==> src/rtl/qed_sif_controller.sv <==
// SQED duplicate-execution sequencer: gates original issue, switches fetch to the
// duplicate stream, counts commits on both sides and flags protocol violations.
module qed_sif_controller #(
  parameter int CNT_W = 16
) (
  input  logic             clk,
  input  logic             rst,
  input  logic             ena,
  input  logic             exec_dup,
  input  logic             orig_issue,
  input  logic             commit_orig,
  input  logic             dup_issue,
  input  logic             commit_dup,
  output logic             orig_issue_ok,
  output logic             dup_sel,
  output logic             dup_issue_ok,
  output logic [2:0]       sif_state,
  output logic             sif_commit,
  output logic [CNT_W-1:0] qed_num_orig,
  output logic [CNT_W-1:0] qed_num_dup,
  output logic             qed_check_valid,
  output logic             qed_err
);

  localparam logic [2:0] S_IDLE  = 3'd0;
  localparam logic [2:0] S_ORIG  = 3'd1;
  localparam logic [2:0] S_WAIT  = 3'd2;
  localparam logic [2:0] S_DUP   = 3'd3;
  localparam logic [2:0] S_CHECK = 3'd4;

  localparam logic [CNT_W-1:0] CNT_MAX  = '1;
  localparam logic [CNT_W-1:0] CNT_ZERO = '0;

  logic [2:0]       state_q, state_d;
  logic [CNT_W-1:0] inflight_q, inflight_d;
  logic [CNT_W-1:0] num_orig_q, num_orig_d;
  logic [CNT_W-1:0] num_dup_q, num_dup_d;
  logic [CNT_W-1:0] dup_issued_q, dup_issued_d;
  logic             sif_commit_q, sif_commit_d;
  logic             check_valid_q, check_valid_d;
  logic             err_q, err_d;
  logic             violation;
  logic             orig_phase;

  assign orig_issue_ok = (state_q == S_ORIG);
  assign dup_sel       = (state_q == S_DUP);
  assign dup_issue_ok  = (state_q == S_DUP) && (dup_issued_q < num_orig_q);
  assign orig_phase    = (state_q == S_ORIG) || (state_q == S_WAIT);

  always_comb begin
    // NOTE: every variable assigned here gets a default first so no path leaves
    // it unassigned, which would otherwise infer a latch.
    state_d      = state_q;
    inflight_d   = inflight_q;
    num_orig_d   = num_orig_q;
    num_dup_d    = num_dup_q;
    dup_issued_d = dup_issued_q;
    err_d        = err_q;
    violation    = 1'b0;

    if (!ena || state_q == S_IDLE) begin
      // IDLE (or an abort into it) holds every counter and the error flag clear.
      state_d      = ena ? S_ORIG : S_IDLE;
      inflight_d   = CNT_ZERO;
      num_orig_d   = CNT_ZERO;
      num_dup_d    = CNT_ZERO;
      dup_issued_d = CNT_ZERO;
      err_d        = 1'b0;
    end else begin
      violation = (orig_issue && !orig_issue_ok) ||
                  (dup_issue && !dup_issue_ok) ||
                  (commit_orig && inflight_q == CNT_ZERO) ||
                  (commit_dup && state_q != S_DUP) ||
                  (commit_dup && num_dup_q == num_orig_q);

      if (orig_issue && !commit_orig && inflight_q != CNT_MAX) begin
        inflight_d = inflight_q + 1'b1;
      end else if (commit_orig && !orig_issue && inflight_q != CNT_ZERO) begin
        inflight_d = inflight_q - 1'b1;
      end

      if (commit_orig && orig_phase) begin
        if (num_orig_q == CNT_MAX) begin
          violation = 1'b1;
        end else begin
          num_orig_d = num_orig_q + 1'b1;
        end
      end

      if (dup_issue && dup_issued_q != CNT_MAX) begin
        dup_issued_d = dup_issued_q + 1'b1;
      end

      if (commit_dup && state_q == S_DUP && num_dup_q != CNT_MAX) begin
        num_dup_d = num_dup_q + 1'b1;
      end

      err_d = err_q | violation;

      case (state_q)
        S_ORIG:  if (exec_dup) state_d = S_WAIT;
        S_WAIT:  if (inflight_q == CNT_ZERO) begin
                   state_d = (num_orig_q != CNT_ZERO) ? S_DUP : S_ORIG;
                 end
        S_DUP:   if (num_dup_q == num_orig_q) state_d = S_CHECK;
        S_CHECK: state_d = S_CHECK;
        default: state_d = S_IDLE;
      endcase
    end

    sif_commit_d  = (state_d == S_DUP) || (state_d == S_CHECK);
    check_valid_d = (state_d == S_CHECK);
  end

  // NOTE: sequential state is updated only with non-blocking assignments so every
  // flop samples the pre-edge values regardless of block ordering.
  always_ff @(posedge clk) begin
    if (rst) begin
      state_q       <= S_IDLE;
      inflight_q    <= CNT_ZERO;
      num_orig_q    <= CNT_ZERO;
      num_dup_q     <= CNT_ZERO;
      dup_issued_q  <= CNT_ZERO;
      sif_commit_q  <= 1'b0;
      check_valid_q <= 1'b0;
      err_q         <= 1'b0;
    end else begin
      state_q       <= state_d;
      inflight_q    <= inflight_d;
      num_orig_q    <= num_orig_d;
      num_dup_q     <= num_dup_d;
      dup_issued_q  <= dup_issued_d;
      sif_commit_q  <= sif_commit_d;
      check_valid_q <= check_valid_d;
      err_q         <= err_d;
    end
  end

  assign sif_state       = state_q;
  assign sif_commit      = sif_commit_q;
  assign qed_num_orig    = num_orig_q;
  assign qed_num_dup     = num_dup_q;
  assign qed_check_valid = check_valid_q;
  assign qed_err         = err_q;

endmodule

==> config.mk <==
export PLATFORM = sky130hd
export DESIGN_NAME = qed_sif_controller
export DESIGN_NICKNAME = d
export VERILOG_FILES = /design/src/rtl/qed_sif_controller.sv
export SDC_FILE = /design/constraint.sdc
export NUM_CORES = 1
export LEC_CHECK = 0
export ABC_AREA = 0
export CORE_ASPECT_RATIO = 1.25
export CORE_UTILIZATION = 35
export CTS_CLUSTER_SIZE = 12
export DETAILED_ROUTE_END_ITERATION = 7
export GPL_ROUTABILITY_DRIVEN = 0
export HOLD_SLACK_MARGIN = 0.08
export PLACE_DENSITY = 0.54
export SLEW_MARGIN = 20
export SYNTH_ARGS = -nofsm -noshare
export SYNTH_HDL_FRONTEND = slang
export SYNTH_SLANG_ARGS = --single-unit
==> constraint.sdc <==
create_clock -name clk -period 7.5 [get_ports clk]
set_input_delay 1.5 -clock clk [delete_from_list [all_inputs] [get_ports clk]]
set_output_delay 1.5 -clock clk [all_outputs]
set_load 0.01 [all_outputs]
==> results of run 1 <==
## worst max-delay path, delay by kind of cell, from the launching register on
kind	cells	cell delay, ns
adders and majority gates	1	0.34
DFF	1	0.49
buffers and inverters	2	0.71
and+or+nand+nor	1	0.07
AOI/OAI and AO/OA	4	0.83
## worst max path at each step
stage                          from             end  slack [ns]  depth (start not counted)
floorplan                orig_issue   inflight_q[8]        3.88                         10
global placement        commit_orig  inflight_q[11]        3.17                         12
detailed placement      commit_orig  inflight_q[11]        3.11                         12
CTS                 qed_num_orig[6]    dup_issue_ok        3.20                          8
global route        qed_num_orig[6]    dup_issue_ok        3.01                          8
finish              qed_num_orig[6]    dup_issue_ok        3.24                          8
## registers in the layout (all words and copies together), names as in the netlist
name	count
sif_state	3
qed_err	1
inflight_q	16
dup_issued_q	16
qed_check_valid	1
sif_commit	1
qed_num_dup	16
qed_num_orig	16
## cells by family (layout without fill, tap and decap cells)
| family | after synthesis | in the layout | synth area share |
|---|---|---|---|
| AND/OR/NAND/NOR | 209 | 209 | 0.240 |
| AO/OA/AOI/OAI | 81 | 81 | 0.129 |
| XOR/XNOR | 71 | 71 | 0.144 |
| flip-flops | 70 | 70 | 0.324 |
| buffers and inverters | 40 | 90 | 0.0381 |
| adder cells (fa/ha/maj) | 34 | 34 | 0.0999 |
| multiplexers | 11 | 11 | 0.0257 |
## cells in the final DEF, fill, tap and decap left out, types with 2 or more instances in the layout
master	synthesis	routed
clkbuf_16	0	9
a211oi_1	7	7
o31ai_1	2	2
buf_4	0	2
nand2b_1	3	3
xor2_1	37	37
nor3_1	13	13
and3_1	8	8
a211o_1	2	2
nand3_1	27	27
ha_1	33	33
a41oi_1	2	2
xnor2_1	34	34
a221oi_1	2	2
and4_1	6	6
nor3b_1	4	4
nand3b_1	2	2
mux2i_1	10	10
nand4_1	17	17
a21oi_1	21	21
nand2_1	26	26
clkbuf_8	0	2
dfxtp_1	70	70
or3_1	5	5
or2_2	2	2
nor2b_1	4	4
clkdlybuf4s50_1	0	48
o21ai_0	17	17
inv_1	24	24
nor2_1	74	74
a31oi_1	4	4
o21bai_1	4	4
clkinv_2	0	3
nor4_1	14	14
a21o_1	5	5
a31o_2	2	2
o21a_1	2	2
## per-layer routing
| layer | vias to the layer above | track usage |
|---|---|---|
| li1 | 1939 | - |
| met1 | 1776 | 0.208 |
| met2 | 62 | 0.322 |
| met3 | 15 | 0.0408 |
| met4 | 0 | 0.0639 |
| met5 | - | 0 |
## where the power goes
| part | internal [mW] | total (mW) | switching (mW) |
|---|---|---|---|
| clock network | 0.274 | 0.433 | 0.159 |
| registers | 0.375 | 0.378 | 0.00373 |
| logic | 0.0313 | 0.0706 | 0.0393 |
## cell type report
| type | instances | area, sq um |
|---|---|---|
| clock buffer | 12 | 256 |
| clock inverter | 4 | 45.0 |
| fill | 1231 | 6850 |
| inverter | 24 | 90.1 |
| multi-input combinational | 406 | 2770 |
| sequential | 70 | 1400 |
| tap | 164 | 205 |
| timing repair buffer | 50 | 495 |
## per-stage QoR
stage,cells,area [sq um],utilization
floorplan,516,4330,-
global route,730,5260,0.434
CTS,730,5260,0.434
detailed placement,714,4960,0.410
global placement,714,4960,0.410
finish,730,5260,0.434
==> metrics.md, run 1 <==
| Metric | Value |
|---|---|
| Critical path capture point type | `output pin` |
| Worst R2R End | `inflight_q[11]` |
| Reg2reg setup slack | `between 4 and 5 ns` |
| Crit-path max FO | `6` |
| Vias in the first global route | `about 3700` |
| Worst hold stages | `2` |
| Design Power | `882 uW` |
| Top-area cell type share of the netlist area | `0.324` |
| Die area | `12800 sq um` |
| Port buffer count | `48` |
| Crit path kind | `reg -> out` |
| Setup Skew | `~0.005 ns` |
| Post-synth top cells | `74 x nor2_1, 70 x dfxtp_1, 37 x xor2_1` |
| DR vias | `3792` |
| Worst Path Required | `6.00 ns` |
| Total grt overflow | `0` |
| Layout Nets | `603` |
| Antenna fix cells | `0` |
| Yosys warnings | `0` |
| GRT Total Usage | `0.181` |
| CP peak stage delay | `0.60 ns` |
| Library cells used by synthesis | `between 50 and 60` |
| Hold Startpoint | `dup_issued_q[1]` |
| CP Data Arrival Time | `2.76 ns` |
| Place WS | `~3.1 ns` |
| Status | `finished, violations left` |
| Share of layout cells above drive strength 1 | `0.0442` |
| DR top layer | `met4` |
| Total Wirelength | `11100 um` |
| Synthesized area | `4330 sq um` |
| Post-layout min period | `4.26 ns` |
| Cell breakdown of the critical path | `inv_1, ha_1, a21oi_1, nand2_1, a221oi_1, o21ai_0, a41oi_1, clkdlybuf4s50_1` |
| Most frequent cell after synthesis | `nor2_1` |
| Met2 wire len | `5700 um` |
| Hold Path Class | `reg -> reg` |
| Boundary Pins | `49` |
| RR Startpoint | `inflight_q[8]` |
| Cts bufs inserted | `9` |
| CTS Hold Bufs | `0` |
| Largest net degree at the start of global routing | `51` |
| Initial antenna violation count | `0` |
| Area leader, netlist | `dfxtp_1` |
| Main synth FF type | `dfxtp_1` |
| TNS Setup | `0 ns` |
| Finish-stage setup viols | `0` |
| Synth top area cells | `dfxtp_1 32%, ha_1 9.5%, xor2_1 7.5%` |
| Routed Antenna Nets | `0` |
| Failing checks | `DRC` |
| Chip Width | `102 um` |
| Pleak | `roughly 2.0 nW` |
| PostCTS Resize Cnt | `0` |
| Tcrit/Tclk final | `0.569` |
| Slew HR | `0.380` |
| Clock Latency Late Sink | `around 0.33 ns` |
| Post-CTS Setup Inserts | `0` |
| Synth Area per Inst | `8.39 sq um` |
| Synthesized net count | `558` |
| Site Rows | `45` |
| Final worst slack | `3.24 ns` |
| Detail Route met3 WL | `316 um` |
| Initial core utilization | `0.358` |
| Sequential fraction of the synthesis area | `0.324` |
| Hold Fails Final Rpt | `0` |
| P&R area growth vs syn | `21.4%` |
| RSZ-0062 raised after global routing | `no` |
| Root buf cell | `clkbuf_16` |
| # clock sinks | `70` |
| Drt pass-1 iters | `6` |
| DP HPWL | `8300 um` |
| Vias per cell | `5.19` |
| H-tree Lvls | `3` |
| Drt drc | `2` |
| Seq cells post-synth | `70` |
| Final count of pins violating max slew | `0` |
| Hold endpoint | `dup_issued_q[1]` |
| DRT iter0 DRCs | `115` |
| Fmax | `235 MHz` |
| Mapped Cells | `516` |
| Startpoint Class | `register` |
| EDFF count, synth | `0` |
| Max IR drop VDD | `~0.000078 V` |
| Hold Slack | `0.527 ns` |
| First-pass GRT wire length | `18100 um` |
| Slowest cell on crit path | `clkdlybuf4s50_1` |
| PD cells | `168 nW/um^2` |
| DRT met1 WL | `4890 um` |
| Async set-reset flop share out of synthesis | `0` |
| Die height | `126 um` |
| Max-Cap Viols | `0` |
| Reg clk slew, reported paths | `0.06 ns` |
| CTS tree | `done` |
| Core box area | `between 10000 and 15000 sq um` |
| Avg WL per Cell | `15.2 um` |
| Reg2reg path depth | `11` |
| Clk buf depth | `2` |
| Least-Margin Pin Slew | `0.928 ns` |
(Power assumes the default switching activity.)
==> inputs of run 2 (changes only) <==
--- a/config.mk
+++ b/config.mk
@@ -12,7 +12,7 @@
 export DETAILED_ROUTE_END_ITERATION = 7
 export GPL_ROUTABILITY_DRIVEN = 0
 export HOLD_SLACK_MARGIN = 0.08
-export PLACE_DENSITY = 0.54
+export PLACE_DENSITY = 0.56
 export SLEW_MARGIN = 20
 export SYNTH_ARGS = -nofsm -noshare
 export SYNTH_HDL_FRONTEND = slang
==> constraint.sdc (replaced) <==
create_clock -name clk -period 3.5 [get_ports clk]
set_input_delay 0.7 -clock clk [delete_from_list [all_inputs] [get_ports clk]]
set_output_delay 0.7 -clock clk [all_outputs]
set_load 0.01 [all_outputs]
==> run 2 against run 1 <==
  * The flow now finishes without violations
  * Via count grew 2.3%
  * Worst hold slack lost 0.020 ns
  * Register-to-register slack got worse by 4.0 ns
  * Global-route usage up 0.83 points
  * Non-clock buffer count increased by 21
  * Critical path depth unchanged
  * Clock skew rose by 0.0018 ns
  * Core utilization rose by 1.4 points
  * Cell area increased by 3.1%
  * Critical path type unchanged
  * Critical endpoint unchanged
  * Highest routed layer unchanged
==> metrics.md, run 2 (same netlist as run 1, synthesis figures left out) <==
| Metric | Value |
|---|---|
| Fmax | `307 MHz` |
| Layout Nets | `624 (+3.5%)` |
| DP HPWL | `8510 um (+2.4%)` |
| Root buf cell | `clkbuf_16` |
| Commonest non-fill, non-tap cell in the layout | `nor2_1` |
| Cell breakdown of the critical path | `inv_1, ha_1, nor3b_1, o21bai_1, a21oi_1, o21ai_0, a41oi_2, clkdlybuf4s50_1` |
| Area after DPL | `5090 sq um (+2.7%)` |
| Slowest cell on crit path | `clkdlybuf4s50_1` |
| # clock sinks | `70 (unchanged)` |
| Share of layout cells above drive strength 1 | `0.0785 (+0.0343)` |
| CTS tree | `done` |
| Crit-path max FO | `5 (-1)` |
| Site Rows | `45 (unchanged)` |
| RSZ-0062 raised after global routing | `no` |
| DRT iter0 DRCs | `141 (+23%)` |
| Chip Width | `102 um (unchanged)` |
| Total grt overflow | `0 (unchanged)` |
| Clock Latency Late Sink | `0.34 ns (about the same)` |
| Hold Slack | `0.508 ns (-0.0196 ns)` |
| CP Data Arrival Time | `2.56 ns (-0.20 ns)` |
| Max IR drop VDD | `0.000211 V (+170%)` |
| H-tree Lvls | `3 (unchanged)` |
| First-pass GRT wire length | `18900 um (+4.3%)` |
| Slew HR | `0.575 (+0.195)` |
| Least-Margin Pin Slew | `0.628 ns (-0.299 ns)` |
| RR Startpoint | `inflight_q[15]` |
| Avg WL per Cell | `15.1 um (-0.92%)` |
| CP top delay family | `compound AO/OA/AOI/OAI gates` |
| Initial antenna violation count | `0 (unchanged)` |
| Hold endpoint | `dup_issued_q[1]` |
| Post-layout min period | `3.26 ns` |
| Critical path capture point type | `output pin` |
| Crit path buffers/inverters | `2 (unchanged)` |
| Util after Layout | `0.448 (+0.0136)` |
| P&R area growth vs syn | `25.2%` |
| Die height | `126 um (unchanged)` |
| Reg2reg setup slack | `0.38 ns (-4.03 ns)` |
| Crit path kind | `reg -> out` |
| Total Wirelength | `11300 um (+1.8%)` |
| Drt pass-1 iters | `4 (-2)` |
| Boundary Pins | `49 (unchanged)` |
| Fillers | `1208 (-1.9%)` |
| Worst Path Required | `2.80 ns (-3.20 ns)` |
| CP peak stage delay | `0.57 ns (-0.03 ns)` |
| Design Power | `1.89 mW (+110%)` |
| Startpoint Class | `register` |
| Clk buf depth | `2 (unchanged)` |
| Placed cells | `732 (+2.5%)` |
| Largest net degree at the start of global routing | `43 (-16%)` |
| Worst R2R End | `inflight_q[11]` |
| Pleak | `2.08 nW (+5.3%)` |
| Die area | `12800 sq um (unchanged)` |
| Drt drc | `0 (-2)` |
| Vias in the first global route | `3757 (+1.3%)` |
| Finished Layout Cells | `750 (+2.7%)` |
| Antenna fix cells | `0 (unchanged)` |
| Final count of pins violating max slew | `0 (unchanged)` |
| Vias per cell | `5.17 (-0.46%)` |
| Status | `completed` |
| Max-Cap Viols | `0 (unchanged)` |
| Setup Skew | `0.00680 ns (+0.00183 ns)` |
| Reg2reg path depth | `10 (-1)` |
| Hold Startpoint | `dup_issued_q[1]` |
| Core box area | `12100 sq um (unchanged)` |
| Design area | `5420 sq um (+3.1%)` |
| Worst hold stages | `2 (unchanged)` |
| PD cells | `348 nW/um^2 (+110%)` |
| Initial core utilization | `0.358 (unchanged)` |
| Hold Path Class | `reg -> reg` |
| DR vias | `3878 (+2.3%)` |
| Port buffer count | `48 (unchanged)` |
| Hold Fails Final Rpt | `0 (unchanged)` |
| Reg clk slew, reported paths | `0.05 ns (about the same)` |
| Cts bufs inserted | `9 (unchanged)` |
| GRT Total Usage | `0.189 (+0.00827)` |
| Commonest cells after routing, fill and taps aside | `74 x nor2_1, 70 x dfxtp_1, 48 x clkdlybuf4s50_1, 37 x xor2_1, 34 x xnor2_1` |
| Finish-stage setup viols | `0 (unchanged)` |
| Tcrit/Tclk final | `0.932` |
| Routed Antenna Nets | `0 (unchanged)` |
## run 2: cell count changes in the layout (fill, tap and decap cells not counted), sizes merged
cell,previous run,this run
clkbuf,12,11
clkinvlp,0,1
clkinv,3,2
buf,2,23
## run 2: cell type report
class,count,area [sq um],share of cell area
multi-input cells,406,2780,0.513
clock inverters,4,47.5,0.00877
repair buffers,71,653,0.120
flip-flops and latches,70,1400,0.258
clock buffers,11,243,0.0448
well taps,164,205,0.0378
inverters,24,90.1,0.0166
## run 2: worst max path at each step
stage	cells after the start	slack, ns	from	end
floorplan	10	0.17	inflight_q[0]	inflight_q[11]
global route	8	0.02	qed_num_orig[1]	dup_issue_ok
global placement	11	0.13	orig_issue	inflight_q[8]
finish	8	0.24	qed_num_orig[1]	dup_issue_ok
detailed placement	11	-0.005	orig_issue	inflight_q[11]
CTS	10	0.07	inflight_q[12]	inflight_q[11]
## run 2: per-layer routing
layer | vias to the layer above | routed length [um] | GRT usage
met5 | - | 0 | 0
met1 | 1827 | 5120 | 0.232
met4 | 0 | 223 | 0.0835
li1 | 1973 | - | -
met3 | 18 | 360 | 0.0386
met2 | 60 | 5600 | 0.316
## run 2: timing repair
item | in CTS | in global routing
endpoints found under the setup margin | 0 | 10
buffers inserted | 0 | 3
resized for setup | 0 | 2
hold buffers | 0 | 0
## run 2: power by group
group	switching [mW]	internal, mW	total, mW
logic	0.0881	0.0747	0.163
clock network	0.348	0.565	0.913
registers	0.00796	0.803	0.811
total	0.444	1.44	1.89
## run 2: tightest hold or removal path: stages, from the launching register on
cell	delay (ns)
dfxtp_1	0.34
nand2_1	0.06
a21oi_1	0.06
## run 2: per-stage QoR
stage / worst slack [ns] / TNS, ns
6_report: 0.240 / 0
5_1_grt: 0.0193 / 0
4_1_cts: 0.0665 / 0
3_5_place_dp: -0.00504 / -0.00504
3_3_place_gp: 0.135 / 0
2_1_floorplan: 0.170 / 0
==> inputs of run 3 (changes only) <==
--- a/config.mk
+++ b/config.mk
@@ -12,7 +12,8 @@
 export DETAILED_ROUTE_END_ITERATION = 7
 export GPL_ROUTABILITY_DRIVEN = 0
 export HOLD_SLACK_MARGIN = 0.08
-export PLACE_DENSITY = 0.56
+export PLACE_DENSITY = 0.57
+export SETUP_SLACK_MARGIN = 0.2
 export SLEW_MARGIN = 20
 export SYNTH_ARGS = -nofsm -noshare
 export SYNTH_HDL_FRONTEND = slang
==> run 3 against run 2 <==
  * Core utilization up 0.11 points
  * Clock skew fell by 0.0019 ns
  * Worst hold slack improved by 0.0034 ns
  * Maximum frequency increased by 1.5%
  * Cell area rose by 0.25%
  * Via count increased by 0.83%
  * Combinational power barely moved
  * Critical path type is now in -> reg
  * Critical endpoint is now inflight_q[8]
  * Largest power group unchanged
==> metrics.md, run 3 (same netlist as run 1, synthesis figures left out) <==
| Metric | Value |
|---|---|
| Reg2reg setup slack | `0.39 ns (about the same)` |
| Routed Antenna Nets | `0 (unchanged)` |
| Clock Latency Late Sink | `0.33 ns (about the same)` |
| RSZ-0062 raised after global routing | `yes` |
| Commonest cells after routing, fill and taps aside | `74 x nor2_1, 70 x dfxtp_1, 47 x clkdlybuf4s50_1, 37 x xor2_1, 34 x xnor2_1` |
| Hold endpoint | `dup_issued_q[1]` |
| Final count of pins violating max slew | `0 (unchanged)` |
| GRT Total Usage | `0.181 (-0.00857)` |
| DP HPWL | `8480 um (-0.32%)` |
| Slowest cell on crit path | `clkdlybuf4s50_1` |
| Fmax | `311 MHz (+1.5%)` |
| Cell breakdown of the critical path | `clkdlybuf4s50_1, nor2b_2, o41ai_2, buf_4, fa_1, a211oi_1, o21bai_1, a2111oi_1, nor3_1, xor2_1, mux2i_1, nor2_1` |
| H-tree Lvls | `3 (unchanged)` |
| Chip Width | `102 um (unchanged)` |
| Core box area | `12100 sq um (unchanged)` |
| Hold Startpoint | `dup_issued_q[1]` |
| Crit path kind | `in -> reg` |
| Total grt overflow | `0 (unchanged)` |
| Worst hold stages | `2 (unchanged)` |
| Worst Path Required | `3.69 ns (+0.89 ns)` |
| Reg2reg path depth | `12 (+2)` |
| Slew HR | `0.510 (-0.0653)` |
| Drt drc | `0 (unchanged)` |
| Util after Layout | `0.449 (+0.00114)` |
| PD cells | `341 nW/um^2 (-1.9%)` |
| Met2 wire len | `5510 um (-1.5%)` |
| CTS tree | `done` |
| Layout Nets | `626 (+0.32%)` |
| Fillers | `1253 (+3.7%)` |
| Worst R2R End | `inflight_q[15]` |
| # clock sinks | `70 (unchanged)` |
| CP peak stage delay | `0.50 ns (-0.07 ns)` |
| Port buffer count | `48 (unchanged)` |
| Root buf cell | `clkbuf_16` |
| TNS Setup | `0 ns (unchanged)` |
| Die area | `12800 sq um (unchanged)` |
| DR vias | `3910 (+0.83%)` |
| Design Power | `1.86 mW (-1.7%)` |
| Critical path capture point type | `register` |
| Crit-path max FO | `5 (unchanged)` |
| RR Startpoint | `inflight_q[15]` |
| Detail Route met3 WL | `324 um (-10%)` |
| DRT iter0 DRCs | `143 (+1.4%)` |
| Boundary Pins | `49 (unchanged)` |
| Largest net degree at the start of global routing | `35 (-19%)` |
| Total Wirelength | `11200 um (-0.90%)` |
| DRT met1 WL | `5100 um (-0.35%)` |
| First-pass GRT wire length | `18200 um (-3.3%)` |
| DR top layer | `met4` |
| CP Data Arrival Time | `3.40 ns (+0.84 ns)` |
| Vias per cell | `5.21 (+0.69%)` |
| Hold Fails Final Rpt | `0 (unchanged)` |
| Post-layout min period | `3.21 ns (-0.0472 ns)` |
| Hold Path Class | `reg -> reg` |
| Avg WL per Cell | `14.9 um (-1.0%)` |
| CTS Hold Bufs | `0 (unchanged)` |
| P&R area growth vs syn | `25.5%` |
| Pleak | `2.08 nW (+0.40%)` |
| Max-Cap Viols | `0 (unchanged)` |
| Site Rows | `45 (unchanged)` |
| Die height | `126 um (unchanged)` |
| Status | `completed` |
| Initial antenna violation count | `0 (unchanged)` |
| Antenna fix cells | `0 (unchanged)` |
| Least-Margin Pin Slew | `0.725 ns (+0.0965 ns)` |
| Vias in the first global route | `3737 (-0.53%)` |
| Max IR drop VDD | `0.000219 V (+3.7%)` |
| Cts bufs inserted | `9 (unchanged)` |
| Commonest non-fill, non-tap cell in the layout | `nor2_1` |
| Share of layout cells above drive strength 1 | `0.0835 (+0.00498)` |
| Finish-stage setup viols | `0 (unchanged)` |
| Initial core utilization | `0.358 (unchanged)` |
| Setup Skew | `0.00491 ns (-0.00189 ns)` |
| Clk buf depth | `2 (unchanged)` |
| Drt pass-1 iters | `4 (unchanged)` |
| Tcrit/Tclk final | `0.918 (-0.0135)` |
| Reg clk slew, reported paths | `0.06 ns (about the same)` |
| Startpoint Class | `input pin` |
run 3: worst max path at each step:
stage                         startpoint              to  slack, ns  cells after the start
after floorplan           inflight_q[14]  inflight_q[11]       0.48                     10
after global placement        orig_issue  inflight_q[11]       0.08                     11
after detailed placement      orig_issue  inflight_q[11]       0.02                     11
after CTS                 inflight_q[13]  inflight_q[11]       0.25                     10
after global routing      inflight_q[15]  inflight_q[14]       0.11                     10
final                         orig_issue   inflight_q[8]       0.29                     12
run 3: worst max-delay path, delay by kind of cell:
| kind | cells | cell delay [ns] |
|---|---|---|
| AO/OA/AOI/OAI | 4 | 0.97 |
| XOR/XNOR | 1 | 0.15 |
| adder cells (fa/ha/maj) | 1 | 0.38 |
| buffers and inverters | 2 | 0.67 |
| multiplexers | 1 | 0.14 |
| AND/OR/NAND/NOR | 3 | 0.39 |
run 3: metrics by stage:
| step | hold slack, ns | worst slack [ns] | cell area (sq um) | cells |
|---|---|---|---|---|
| 5_1_grt | 0.542 | 0.111 | 5440 | 751 |
| 2_1_floorplan | 0.467 | 0.485 | 4340 | 516 |
| 3_3_place_gp | 0.495 | 0.0850 | 5110 | 733 |
| 3_5_place_dp | 0.499 | 0.0224 | 5110 | 733 |
| 6_report | 0.511 | 0.287 | 5440 | 751 |
| 4_1_cts | 0.507 | 0.254 | 5400 | 747 |
run 3: timing repair:
action	4_1_cts	5_1_grt
gates cloned	0	1
endpoints found under the setup margin	1	8
setup buffers	0	3
pin swaps	0	2
resized for setup	2	3
run 3: cell type report:
type	count	area, sq um	area share
clock buffers	9	225	0.0414
clock inverters	5	52.6	0.00966
multi-input cells	407	2800	0.516
repair buffers	72	659	0.121
well taps	164	205	0.0377
flip-flops and latches	70	1400	0.258
inverters	24	90.1	0.0166
run 3: where the power goes:
group,leakage [nW],internal (mW),total [mW],switching (mW)
Combinational,1.38,0.0766,0.166,0.0892
Sequential,0.564,0.803,0.810,0.00713
Clock,0.137,0.540,0.880,0.340
Total,2.08,1.42,1.86,0.436
run 3: routing by layer:
layer,track usage,up-vias
met4,0.0733,0
met2,0.307,65
met5,0,-
met3,0.0303,16
met1,0.223,1839
li1,-,1990
